## src/rtl/vga_pkg.sv

```systemverilog
// rtl/vga_pkg.sv - shared screen constants, coordinate type and controller state enum
// Optional feature macro: VGA_RECT_CTL_BOUNCE_EN (adds the RISE state).
package vga_pkg;

    localparam int SCREEN_W = 800;
    localparam int SCREEN_H = 600;
    localparam int COORD_W  = 12;

    typedef logic [COORD_W-1:0] coord_t;

`ifdef VGA_RECT_CTL_BOUNCE_EN
    typedef enum logic [1:0] {
        FOLLOW = 2'd0,
        FALL   = 2'd1,
        LANDED = 2'd2,
        RISE   = 2'd3
    } state_t;
`else
    typedef enum logic [1:0] {
        FOLLOW = 2'd0,
        FALL   = 2'd1,
        LANDED = 2'd2
    } state_t;
`endif

endpackage

```

## src/rtl/vga_sync_edge.sv

```systemverilog
// rtl/vga_sync_edge.sv - optional 2-flop synchroniser followed by a rising-edge pulse
// Ports:
//   clk    in  clock
//   rst_n  in  asynchronous active-low reset
//   i_din  in  input level (asynchronous when SYNC_EN=1)
//   o_rise out one-cycle pulse in the cycle the (synchronised) level first reads high
module vga_sync_edge #(
    parameter bit SYNC_EN = 1'b1
) (
    input  logic clk,
    input  logic rst_n,
    input  logic i_din,
    output logic o_rise
);

    logic w_level;
    logic r_prev;

    generate
        if (SYNC_EN) begin : g_sync
            logic r_meta;
            logic r_sync;
            always_ff @(posedge clk or negedge rst_n) begin
                if (!rst_n) begin
                    r_meta <= 1'b0;
                    r_sync <= 1'b0;
                end else begin
                    r_meta <= i_din;
                    r_sync <= r_meta;
                end
            end
            assign w_level = r_sync;
        end else begin : g_direct
            assign w_level = i_din;
        end
    endgenerate

    always_ff @(posedge clk or negedge rst_n) begin
        if (!rst_n) begin
            r_prev <= 1'b0;
        end else begin
            r_prev <= w_level;
        end
    end

    assign o_rise = w_level & ~r_prev;

endmodule

```

## src/rtl/vga_rect_ctl.sv

```systemverilog
// rtl/vga_rect_ctl.sv - frame-synchronous rectangle position controller (follow / fall / land)
// Optional feature macro: VGA_RECT_CTL_BOUNCE_EN (floor bounce via RISE state).
// Ports:
//   pclk        in   pixel clock
//   rst_n       in   asynchronous active-low reset
//   mouse_xpos  in   mouse x (pclk domain)
//   mouse_ypos  in   mouse y (pclk domain)
//   mouse_left  in   left button level, asynchronous
//   vblnk       in   vertical blank
//   xpos_out    out  rectangle left edge
//   ypos_out    out  rectangle top edge
//   busy        out  high while falling (or rising)
module vga_rect_ctl
    import vga_pkg::*;
#(
    parameter int RECT_W     = 48,
    parameter int RECT_H     = 64,
    parameter int FALL_ACCEL = 1,
    parameter int VEL_MAX    = 16
) (
    input  logic               pclk,
    input  logic               rst_n,
    input  logic [COORD_W-1:0] mouse_xpos,
    input  logic [COORD_W-1:0] mouse_ypos,
    input  logic               mouse_left,
    input  logic               vblnk,
    output logic [COORD_W-1:0] xpos_out,
    output logic [COORD_W-1:0] ypos_out,
    output logic               busy
);

    localparam coord_t XMAX  = coord_t'(SCREEN_W - RECT_W);
    localparam coord_t YMAX  = coord_t'(SCREEN_H - RECT_H);
    localparam int     VEL_W = $clog2(VEL_MAX + 1);

    typedef logic [VEL_W-1:0] vel_t;

    localparam vel_t VMAX  = vel_t'(VEL_MAX);
    localparam vel_t ACCEL = vel_t'(FALL_ACCEL);

    logic   w_click_rise;
    logic   w_tick;
    logic   w_click;
    state_t r_state,      w_state_n;
    coord_t r_xpos,       w_xpos_n;
    coord_t r_ypos,       w_ypos_n;
    vel_t   r_vel,        w_vel_n;
    logic   r_click_pend, w_click_pend_n;

    logic [VEL_W:0]   w_vel_sum;
    vel_t             w_fall_vel;
    logic [COORD_W:0] w_fall_y;
    logic             w_floor;

    vga_sync_edge #(.SYNC_EN(1'b1)) u_click_edge (
        .clk    (pclk),
        .rst_n  (rst_n),
        .i_din  (mouse_left),
        .o_rise (w_click_rise)
    );

    vga_sync_edge #(.SYNC_EN(1'b0)) u_frame_edge (
        .clk    (pclk),
        .rst_n  (rst_n),
        .i_din  (vblnk),
        .o_rise (w_tick)
    );

    // A click edge landing on the tick cycle is seen by that tick.
    assign w_click = r_click_pend | w_click_rise;

    // Fall arithmetic is one bit wider so the floor test cannot wrap.
    assign w_vel_sum  = {1'b0, r_vel} + {1'b0, ACCEL};
    assign w_fall_vel = (w_vel_sum > {1'b0, VMAX}) ? VMAX : w_vel_sum[VEL_W-1:0];
    assign w_fall_y   = {1'b0, r_ypos} + {{(COORD_W + 1 - VEL_W){1'b0}}, w_fall_vel};
    assign w_floor    = (w_fall_y >= {1'b0, YMAX});

`ifdef VGA_RECT_CTL_BOUNCE_EN
    localparam vel_t BOUNCE_MIN = vel_t'(4);
    coord_t w_rise_y;
    vel_t   w_rise_vel;
    assign w_rise_y   = (r_ypos < {{(COORD_W - VEL_W){1'b0}}, r_vel}) ? '0
                        : r_ypos - {{(COORD_W - VEL_W){1'b0}}, r_vel};
    assign w_rise_vel = (r_vel > ACCEL) ? r_vel - ACCEL : '0;
`endif

    always_ff @(posedge pclk or negedge rst_n) begin
        if (!rst_n) begin
            r_state      <= FOLLOW;
            r_xpos       <= '0;
            r_ypos       <= '0;
            r_vel        <= '0;
            r_click_pend <= 1'b0;
        end else begin
            r_state      <= w_state_n;
            r_xpos       <= w_xpos_n;
            r_ypos       <= w_ypos_n;
            r_vel        <= w_vel_n;
            r_click_pend <= w_click_pend_n;
        end
    end

    always_comb begin
        w_state_n      = r_state;
        w_xpos_n       = r_xpos;
        w_ypos_n       = r_ypos;
        w_vel_n        = r_vel;
        w_click_pend_n = r_click_pend | w_click_rise;
        if (w_tick) begin
            // Every tick consumes any pending click, whatever the state.
            w_click_pend_n = 1'b0;
            case (r_state)
                FOLLOW: begin
                    if (w_click) begin
                        w_state_n = FALL;
                        w_vel_n   = '0;
                    end else begin
                        w_xpos_n = (mouse_xpos > XMAX) ? XMAX : mouse_xpos;
                        w_ypos_n = (mouse_ypos > YMAX) ? YMAX : mouse_ypos;
                    end
                end
                FALL: begin
                    if (w_floor) begin
                        w_ypos_n = YMAX;
`ifdef VGA_RECT_CTL_BOUNCE_EN
                        if (w_fall_vel >= BOUNCE_MIN) begin
                            w_vel_n   = w_fall_vel >> 1;
                            w_state_n = RISE;
                        end else begin
                            w_vel_n   = '0;
                            w_state_n = LANDED;
                        end
`else
                        w_vel_n   = '0;
                        w_state_n = LANDED;
`endif
                    end else begin
                        w_ypos_n = w_fall_y[COORD_W-1:0];
                        w_vel_n  = w_fall_vel;
                    end
                end
                LANDED: begin
                    if (w_click) begin
                        w_state_n = FOLLOW;
                        w_vel_n   = '0;
                    end
                end
`ifdef VGA_RECT_CTL_BOUNCE_EN
                RISE: begin
                    w_ypos_n = w_rise_y;
                    w_vel_n  = w_rise_vel;
                    if (w_rise_vel == '0) begin
                        w_state_n = FALL;
                    end
                end
`endif
                default: begin
                    w_state_n = FOLLOW;
                end
            endcase
        end
    end

    assign xpos_out = r_xpos;
    assign ypos_out = r_ypos;
`ifdef VGA_RECT_CTL_BOUNCE_EN
    assign busy = (r_state == FALL) || (r_state == RISE);
`else
    assign busy = (r_state == FALL);
`endif

endmodule
```

## config.mk

```make
export PLATFORM = sky130hd
export DESIGN_NAME = vga_rect_ctl
export DESIGN_NICKNAME = d
export VERILOG_FILES = /design/src/rtl/vga_pkg.sv /design/src/rtl/vga_sync_edge.sv /design/src/rtl/vga_rect_ctl.sv
export SDC_FILE = /design/constraint.sdc
export NUM_CORES = 1
export LEC_CHECK = 0
export CORE_AREA = 2 2 67 69
export DETAILED_ROUTE_END_ITERATION = 16
export DIE_AREA = 0 0 69 71
export PLACE_DENSITY = 0.85
export SLEW_MARGIN = 20
export SYNTH_ARGS = -nofsm -noshare
export SYNTH_HDL_FRONTEND = slang
export SYNTH_SLANG_ARGS = --single-unit
```

## constraint.sdc

```tcl
create_clock -name pclk -period 5.5 [get_ports pclk]
set_input_delay 1.1 -clock pclk [delete_from_list [all_inputs] [get_ports pclk]]
set_output_delay 1.1 -clock pclk [all_outputs]
set_load 0.05 [all_outputs]
```

# [Yosys cells after proc, flatten, opt, wreduce, memory -nomap -nowiden]
# Index checks and enable logic that the tools add are counted.
# W data, S select, Z words.
[word_totals] ff_bits=36 out_inout_bits=25 in_bits=28
[op_classes] bitwise=6 n_reduce_logical=8 addsub=2 n_eq_ne=7 mux=14 magnitude_cmp=4
[ops] operator="$mux W12" n=4
[ops] operator="$gt A12 B10 Y1 const B" n=2
[ops] operator="$pmux W12 S2" n=1
[ops] operator="$mux W5" n=3
[ops] operator="$add A12 B5 Y13" n=1
[ops] operator="$ge A13 B10 Y1 const B" n=1
[ops] operator="$pmux W5 S2" n=1
[ops] operator="$reduce_and A3 Y1" n=3
[ops] operator="$add A5 B1 Y6 const B" n=1
[ops] operator="$gt A6 B5 Y1 const B" n=1
[ops] operator="$mux W2" n=3
[ops] operator="$ne A2 B2 Y1 const B" n=3
[ops] operator="$pmux W2 S3" n=1
[ops] operator="$ne A2 B1 Y1 const B" n=2
[ops] operator="$reduce_and A4 Y1" n=1
[ops] operator="$reduce_bool A2 Y1" n=2
[ops] operator="$not A1 Y1" n=3
[ops] operator="$and A1 B1 Y1" n=2
[ops] operator="$eq A2 B1 Y1 const B" n=1
[ops] operator="$eq A2 B2 Y1 const B" n=1
[ops] operator="$logic_not A2 Y1" n=1
[ops] operator="$reduce_or A2 Y1" n=1
[ops] operator="$mux W1" n=1
[ops] operator="$or A1 B1 Y1" n=1

# [Logic depth before layout (Yosys ltp)]
# Gate-level depths: netlist of the first run.
[logic_depth] depth_word=7 depth_mapped=12

# [By module]
# Synthesis of the first run repeated with hierarchy kept, for this count alone.
[unflattened] cells_unflattened=217 area_unflattened_um2=2078.2
[by_module_without_submodules] module="vga_rect_ctl" n_inst=1 seq_area_each_um2=800.8 area_per_inst_um2=1950.6 cells_each=211
[by_module_without_submodules] module="vga_sync_edge at u_click_edge" n_inst=1 seq_area_each_um2=75.1 area_per_inst_um2=88.8 cells_each=4
[by_module_without_submodules] module="vga_sync_edge at u_frame_edge" n_inst=1 seq_area_each_um2=25.0 area_per_inst_um2=38.8 cells_each=2

# [Worst setup path after synthesis of the first run]
# No wires, ideal clock.
[synth_path] path_type="reg-to-reg" start="register r_vel[0]" end="register r_ypos[3], in the netlist ypos_out[3]" arrival_time_ps=3069 n_path_buf=0 required_time_ps=5377 setup_ps=123 path_stages_with_launch=12 synth_period_minus_slack_ps=3192 slack_ps=2308 cell_sequence="dfrtp_1 ha_1 o211ai_1 nor2_1 o31a_1 ha_1 a211o_1 a21o_1 o41a_1 nor4b_4 o21ai_2 o221a_1"
[synth_via] elab_chain_cells=7
[synth_lines] item="from (decl)" line_no="vga_rect_ctl.sv:47" source="vel_t r_vel, w_vel_n;"
[synth_lines] item="from (signal assigned)" line_no="vga_rect_ctl.sv:98" source="r_vel <= w_vel_n;"
[synth_lines] item="$add A5 B1 Y6 (*)" line_no="vga_rect_ctl.sv:73" source="assign w_vel_sum = {1'b0, r_vel} + {1'b0, ACCEL};"
[synth_lines] item="$gt A6 B5 Y1" line_no="vga_rect_ctl.sv:74" source="assign w_fall_vel = (w_vel_sum > {1'b0, VMAX}) ? VMAX : w_vel_sum[VEL_W-1:0];"
[synth_lines] item="$mux W5 (*)" line_no="vga_rect_ctl.sv:74"
[synth_lines] item="$add A12 B5 Y13 (*)" line_no="vga_rect_ctl.sv:75" source="assign w_fall_y = {1'b0, r_ypos} + {{(COORD_W + 1 - VEL_W){1'b0}}, w_fall_vel};"
[synth_lines] item="$ge A13 B10 Y1" line_no="vga_rect_ctl.sv:76" source="assign w_floor = (w_fall_y >= {1'b0, YMAX});"
[synth_lines] item="$mux W12 (*)" line_no="vga_rect_ctl.sv:123" source="if (w_floor) begin"
[synth_lines] item="$pmux W12 S2 (*)" line_no="vga_rect_ctl.sv:112" source="case (r_state)"
[synth_lines] item="to (signal assigned)" line_no="vga_rect_ctl.sv:97" source="r_ypos <= w_ypos_n;"
[synth_lines] item="to (decl)" line_no="vga_rect_ctl.sv:46" source="coord_t r_ypos, w_ypos_n;"
# Mark *: on every way between the ends. The rest lies on a longest branch, timed or not.
# A chain may end at the register's enable or synchronous reset.

# [Worst setup path in the final report of the first run]
[layout_path] start="register r_vel[0]" end="register r_ypos[4], in the netlist ypos_out[4]"
# The elaborated chain is that of the path after synthesis.

==> results by group, run 1 <==
STA
  • Post-layout worst setup margin: ~2 ns
  • Worst-case clock skew: 0.00768 ns
  • Slew Limit Headroom: 0.321
  • Post-layout minimum cycle time: 3.48 ns
  • Max Freq: roughly 290 MHz
  • Finish-stage setup viols: 0
  • Worst-margin pin slew: between 1 and 1.5 ns
  • Final hold vios: 0
  • Sum Neg Setup Slack: 0 ns
  • Fin. max-slew vios: 0
  • RSZ-0062 raised after global routing: false
  • Crit share post-route: 0.632

Pwr
  • Clock Power Share: 0.185
  • Sequential share of power: 0.323
  • Comb power frac: 0.493
  • Pint: ~0.00070 W
  • Switching Share: 0.443
  • PD cells: 450 mW/mm^2
  • Worst vdd rail ir drop: 233 uV
  • Switching power total: ~0.00055 W
  • Leakage: 1.15 nW

Clock tree
  • Clock Path Buffers: 2
  • H-Tree Level Count: 2
  • Clk root buf: clkbuf_8
  • CTS tree: built
  • # resized after CTS: 0
  • Hold Buf Count CTS: 0
  • Post-CTS setup buffers: 0
  • Cts bufs inserted: 5
  • Clk_lat worst skew: 0.29 ns
  • Clk slew on worst S/H paths: 0.08 ns
  • Clock sink count: 36

Yosys
  • Syn. warnings: 0
  • Post-synthesis cell area: roughly 0.0021 sq mm
  • Area contributors post-synth: dfrtp_1 42%, a22o_1 4.1%, ha_1 4.1%
  • Largest area contributor in the netlist: dfrtp_1
  • Syn Nets: between 200 and 300
  • Sequential area share after synthesis: 0.424
  • Avg Inst Size Synth: between 9 and 10 sq um
  • Number of flops mapped to enable cells by yosys: 0
  • Most common flop cell mapped by yosys: dfrtp_1
  • Async set-or-reset flop fraction in the synthesized netlist: 1.00
  • Cells after Synth: approximately 220
  • Area fraction of the dominant cell type after synthesis: 0.424
  • Post-synthesis sequential element count: 36
  • Post-synthesis cell type count: 56

Setup path
  • Worst EP required: approximately 5.6 ns
  • Worst-path maximum fanout: 7
  • Crit-path slowest cell: o41a_1
  • Setup Crit Path Kind: reg -> reg
  • CP arrival: 3.61 ns
  • Crit-path max cell delay: approximately 0.45 ns
  • Most frequent CP cell: ha_1
  • Crit path cell chain: ha_1 -> o211ai_1 -> nor2_1 -> o31a_1 -> ha_1 -> a211o_1 -> a21o_1 -> o41a_1 -> nor4b_4 -> o21a_2 -> a221oi_1
  • Crit end category: flip-flop
  • CP Launch Type: flip-flop

Routing
  • Final WL: around 5300 um
  • Via/cell ratio: about 5.9
  • DRT Pass-1 Iters: 4
  • Wire per inst: around 16 um
  • # DRC: 0
  • Antenna-violating nets left: 0
  • DRT iter0 DRCs: 118
  • Vias: between 1,500 and 2,000

Finish
  • Most frequent cells in the layout: 52 x clkdlybuf4s50_1, 36 x dfrtp_1, 21 x nor2_1
  • # diodes: 0
  • Post-layout net count: just over 300
  • Multi-input logic area: 0.00114 sq mm
  • Layout cell share with drive strength beyond 1: 0.0691
  • Most common cell after layout, fill and taps aside: clkdlybuf4s50_1
  • Non-Filler Instances: between 300 and 400
  • P&R area growth vs syn: 31.0%
  • Register area: about 900 sq um
  • Fill cells: 343

Run status
  • Outcome: complete, no violations

Die
  • Rows: 24
  • IO Pins: 53
  • Height of the die: 71 um
  • Die Span X: between 60 and 70 um
  • CORE AREA: 0.00420 sq mm
  • Die ar.: 0.00490 sq mm
  • Initial Util: 0.505

Global route
  • GRT Util Overall: 0.221
  • Largest net degree at the start of global routing: 37
  • Gr ovfl total: 0
  • Initial antenna violation count: 0
  • Global-route wire length before repair: 8820 um
  • Vias in the first global route: 1,883

Placement
  • Routability-driven placement congestion ratio: 0.891
  • Port bufs: 52
  • DPL Wire Length: between 3000 and 4000 um
  • Worst slack, placed: 2.05 ns
  • Placed Cells: approximately 320

Min path
  • HP Class: reg -> reg

Flow run
  • Max-cap viol count: 0
## flip-flops by register name, indices dropped and copies added, names as in the netlist
register / count
u_frame_edge.r_prev: 1
r_click_pend: 1
r_vel: 5
u_click_edge.r_prev: 1
r_state: 2
u_click_edge.g_sync.r_meta: 1
xpos_out: 12
ypos_out: 12
u_click_edge.g_sync.r_sync: 1
## logic make-up (layout without fill, tap and decap cells)
kind of cell / after synthesis / after routing / synth area share
AND/OR/NAND/NOR: 80 / 80 / 0.203
XOR/XNOR: 5 / 5 / 0.0206
AO/OA/AOI/OAI: 75 / 75 / 0.259
adder cells (fa/ha/maj): 8 / 8 / 0.0507
buffers and inverters: 18 / 70 / 0.0377
flip-flops: 36 / 36 / 0.424
multiplexers: 1 / 1 / 0.00471
## path summary, 6_finish.rpt
| check | startpoint | to | slack, ns | cells after the start |
|---|---|---|---|---|
| max in group asynchronous | rst_n | xpos_out[8] | 3.97 | 2 |
| min reg2reg | u_click_edge.g_sync.r_meta | u_click_edge.g_sync.r_sync | 0.38 | 0 |
| max reg2reg | r_vel[0] | ypos_out[4] | 2.02 | 11 |
| min in group asynchronous | rst_n | xpos_out[5] | 1.22 | 2 |
| max | r_vel[0] | ypos_out[4] | 2.02 | 11 |
| min | u_click_edge.g_sync.r_meta | u_click_edge.g_sync.r_sync | 0.38 | 0 |
## synthesized netlist by cell type (2+ instances only)
master    count
nand2_1      15
a21o_1        3
nand4_1       4
o21ai_0      13
xnor2_1       5
a31oi_1       2
nand2b_1      3
or2_2         2
clkbuf_1      6
o22a_1        4
dfrtp_1      36
a211oi_1      3
o22ai_1       2
a22oi_1       5
buf_2         2
a22o_1       10
nand3_1      10
a221oi_1      2
and2_1        6
nor2_1       21
o21a_1        3
nor3_1        3
and3_1        2
inv_1         9
o211ai_1      3
nor4_1        5
ha_1          7
a21oi_1       9
## worst max-delay path, delay by kind of cell (launching register included)
family | cells | cell delay (ns)
AO/OA/AOI/OAI | 7 | 1.79
adder cells (fa/ha/maj) | 2 | 0.60
AND/OR/NAND/NOR | 2 | 0.47
flip-flops | 1 | 0.44
## through the flow
stage                util  area [sq um]  hold WS [ns]  power, W
global placement    0.635          2670         0.334   0.00101
CTS                 0.662          2780         0.373   0.00125
global route        0.662          2780         0.387   0.00132
finish              0.662          2780         0.377   0.00125
detailed placement  0.635          2670         0.358   0.00102
floorplan               -          2120         0.331  0.000826
## routing by layer
layer	vias up	wire length (um)	GRT usage
met5	-	0	0
met4	0	64	0.0588
met3	8	296	0.0456
met2	67	2570	0.379
met1	927	2350	0.287
li1	943	-	-
## final cells by class
type / count / area share
Clock buffer: 5 / 0.0247
Clock inverter: 3 / 0.0153
Inverter: 9 / 0.0121
Multi-Input combinational cell: 169 / 0.411
Sequential cell: 36 / 0.324
Tap cell: 52 / 0.0234
Timing Repair Buffer: 53 / 0.190
## power by group through the flow
| stage | Combinational [W] | Clock (W) | Sequential [W] |
|---|---|---|---|
| final | 0.000616 | 0.000231 | 0.000404 |
| after global routing | 0.000659 | 0.000245 | 0.000414 |
| after CTS | 0.000615 | 0.000233 | 0.000402 |
| after detailed placement | 0.000612 | 0 | 0.000407 |
| after global placement | 0.000605 | 0 | 0.000403 |
| after floorplan | 0.000273 | 0 | 0.000554 |
No activity file was read; power rests on OpenSTA's default activity.
==> run 2: changes to the inputs <==
- CORE_AREA: 2 2 67 69 -> 2 2 69 71
- DIE_AREA: 0 0 69 71 -> 0 0 71 73
- PLACE_DENSITY: 0.85 -> 0.81
- clock period: 5.5 -> 3.2 ns (I/O delays scaled with it)
==> results by group, run 2 (same netlist as run 1, synthesis figures left out) <==
Clock tree
  • Clk slew on worst S/H paths: 0.08 ns
  • Clock sink count: 36
  • H-Tree Level Count: 2
  • CTS tree: built
  • Clk_lat worst skew: 0.29 ns
  • Clk root buf: clkbuf_8
  • Cts bufs inserted: 5
  • Clock Path Buffers: 2

STA
  • Final hold vios: 0
  • Worst-margin pin slew: 0.511 ns
  • Fin. max-slew vios: 0
  • Crit share post-route: 1.03
  • RSZ-0062 raised after global routing: true
  • Finish-stage setup viols: 12
  • Post-layout minimum cycle time: around 3.3 ns
  • Max Freq: slightly above 300 MHz
  • Slew Limit Headroom: 0.655
  • Sum Neg Setup Slack: -0.562 ns
  • Post-layout worst setup margin: -0.0949 ns
  • Worst-case clock skew: around 0.0052 ns

Placement
  • Placed Cells: roughly 330
  • Port bufs: 52
  • Routability-driven placement congestion ratio: between 0.8 and 0.9
  • DPL Wire Length: just under 4000 um

Pwr
  • Final Power: 0.00229 W
  • Worst vdd rail ir drop: 454 uV
  • Switching power total: between 0.001 and 0.0015 W
  • PD cells: about 770 mW/mm^2
  • Pint: about 0.0013 W
  • Sequential share of power: 0.301
  • Clock Power Share: 0.177
  • Comb power frac: 0.522
  • Leakage: between 1 and 1.5 nW
  • Switching Share: 0.444

Setup path
  • CP arrival: ~3.5 ns
  • CP Launch Type: flip-flop
  • Worst EP required: ~3.4 ns
  • Crit. Startpoint: r_vel[0]
  • Setup Crit Path Kind: reg -> reg
  • Reg-to-Reg Start: r_vel[0]
  • Worst-path maximum fanout: 5
  • Crit end category: flip-flop

Global route
  • Global-route wire length before repair: approximately 9000 um
  • Initial antenna violation count: 0
  • Global Route met1 Usage: 0.318
  • Largest net degree at the start of global routing: 37
  • GRT Util Overall: 0.223
  • Gr ovfl total: 0
  • Busiest grt layer: met2
  • Grt met3 use: 0.0525
  • Routing usage on met2: 0.341
  • Vias in the first global route: about 1,900

Die
  • Die ar.: 0.00518 sq mm
  • Height of the die: 73 um
  • Rows: 25
  • IO Pins: 53
  • CORE AREA: approximately 0.0045 sq mm
  • Die Span X: slightly above 70 um
  • Initial Util: 0.468

Min path
  • Worst Min Path Start: u_click_edge.g_sync.r_meta
  • HP Class: reg -> reg

Finish
  • P&R area growth vs syn: 39.7%
  • Most common cell after layout, fill and taps aside: clkdlybuf4s50_1
  • Register area: ~900 sq um
  • Non-Filler Instances: between 300 and 400
  • Fill cells: ~360
  • Layout cell share with drive strength beyond 1: 0.160
  • # diodes: 0
  • Multi-input logic area: between 0.001 and 0.0015 sq mm
  • Post-layout net count: roughly 320
  • Most frequent cells in the layout: 52 x clkdlybuf4s50_1, 36 x dfrtp_1, 21 x nor2_1

Routing
  • DRT Pass-1 Iters: 4
  • Via/cell ratio: 6.01
  • Vias: just over 2,000
  • # DRC: 0
  • Antenna-violating nets left: 0
  • Final WL: between 5000 and 6000 um
  • Wire per inst: ~16 um
  • DRT iter0 DRCs: between 150 and 200

Run status
  • Failing checks: negative setup slack
  • Outcome: finished, violations left

Flow run
  • Max-cap viol count: 0
## run 2: cell count changes in the layout (fill, tap and decap cells not counted), moves of 3 or more
cell     previous run  this run
buf_4               1        14
ha_1                7         4
ha_2                0         3
o21ai_0            13         8
o21ai_1             1         4
## run 2: stage by stage
| stage | worst slack (ns) | utilization | hold slack (ns) | cell area (sq um) |
|---|---|---|---|---|
| finish | -0.0949 | 0.654 | 0.352 | 2970 |
| detailed placement | -0.0454 | 0.602 | 0.337 | 2730 |
| CTS | -0.0202 | 0.637 | 0.355 | 2890 |
| global placement | 0.0417 | 0.602 | 0.336 | 2730 |
| floorplan | 0.00791 | - | 0.331 | 2120 |
| global route | -0.257 | 0.654 | 0.377 | 2970 |
## run 2: what timing repair did
action	in CTS	in global routing
gates resized for setup	5	18
endpoints found under the setup margin	9	17
setup buffers	2	3
hold buffers	0	0
pin swaps	3	4
## run 2: critical path, cell delays in order, from the launching register on
cell and delay [ns]:
dfrtp_1 0.41, ha_2 0.21, o211ai_1 0.18, nor2_1 0.07, o31a_1 0.31, buf_4 0.15
fa_1 0.44, and3_2 0.24, o21ai_1 0.26, a211oi_2 0.17, nor4b_4 0.33, o21ai_2 0.16
o221a_1 0.27
## run 2: path summary, 6_finish.rpt
| kind | endpoint | cells past startpoint | slack [ns] |
|---|---|---|---|
| hold / removal | u_click_edge.g_sync.r_sync | 0 | 0.35 |
| min in group asynchronous | xpos_out[5] | 2 | 0.76 |
| setup reg to reg | ypos_out[3] | 12 | -0.09 |
| hold reg to reg | u_click_edge.g_sync.r_sync | 0 | 0.35 |
| setup / recovery | ypos_out[3] | 12 | -0.09 |
| max in group asynchronous | xpos_out[1] | 2 | 2.11 |
## run 2: layout make-up
cell class,instances,area share
Clock buffer,5,0.0232
Clock inverter,3,0.0143
Inverter,9,0.0114
Sequential cell,36,0.304
Tap cell,54,0.0228
Multi-Input combinational cell,169,0.414
Timing Repair Buffer,66,0.211
## run 2: power groups by stage
stage          sequential, W  combinational (W)  clock [W]
4_1_cts             0.000686            0.00113   0.000412
2_1_floorplan       0.000952           0.000468          0
3_3_place_gp        0.000688            0.00107          0
6_report            0.000687            0.00119   0.000405
3_5_place_dp        0.000694            0.00108          0
5_1_grt             0.000708            0.00127   0.000436
## run 2: layer usage
metal  vias to the layer above  part of all wire
met4                         0             0.013
met5                         -                 0
li1                        972                 -
met1                      1000              0.47
met2                        73              0.46
met3                        11             0.057
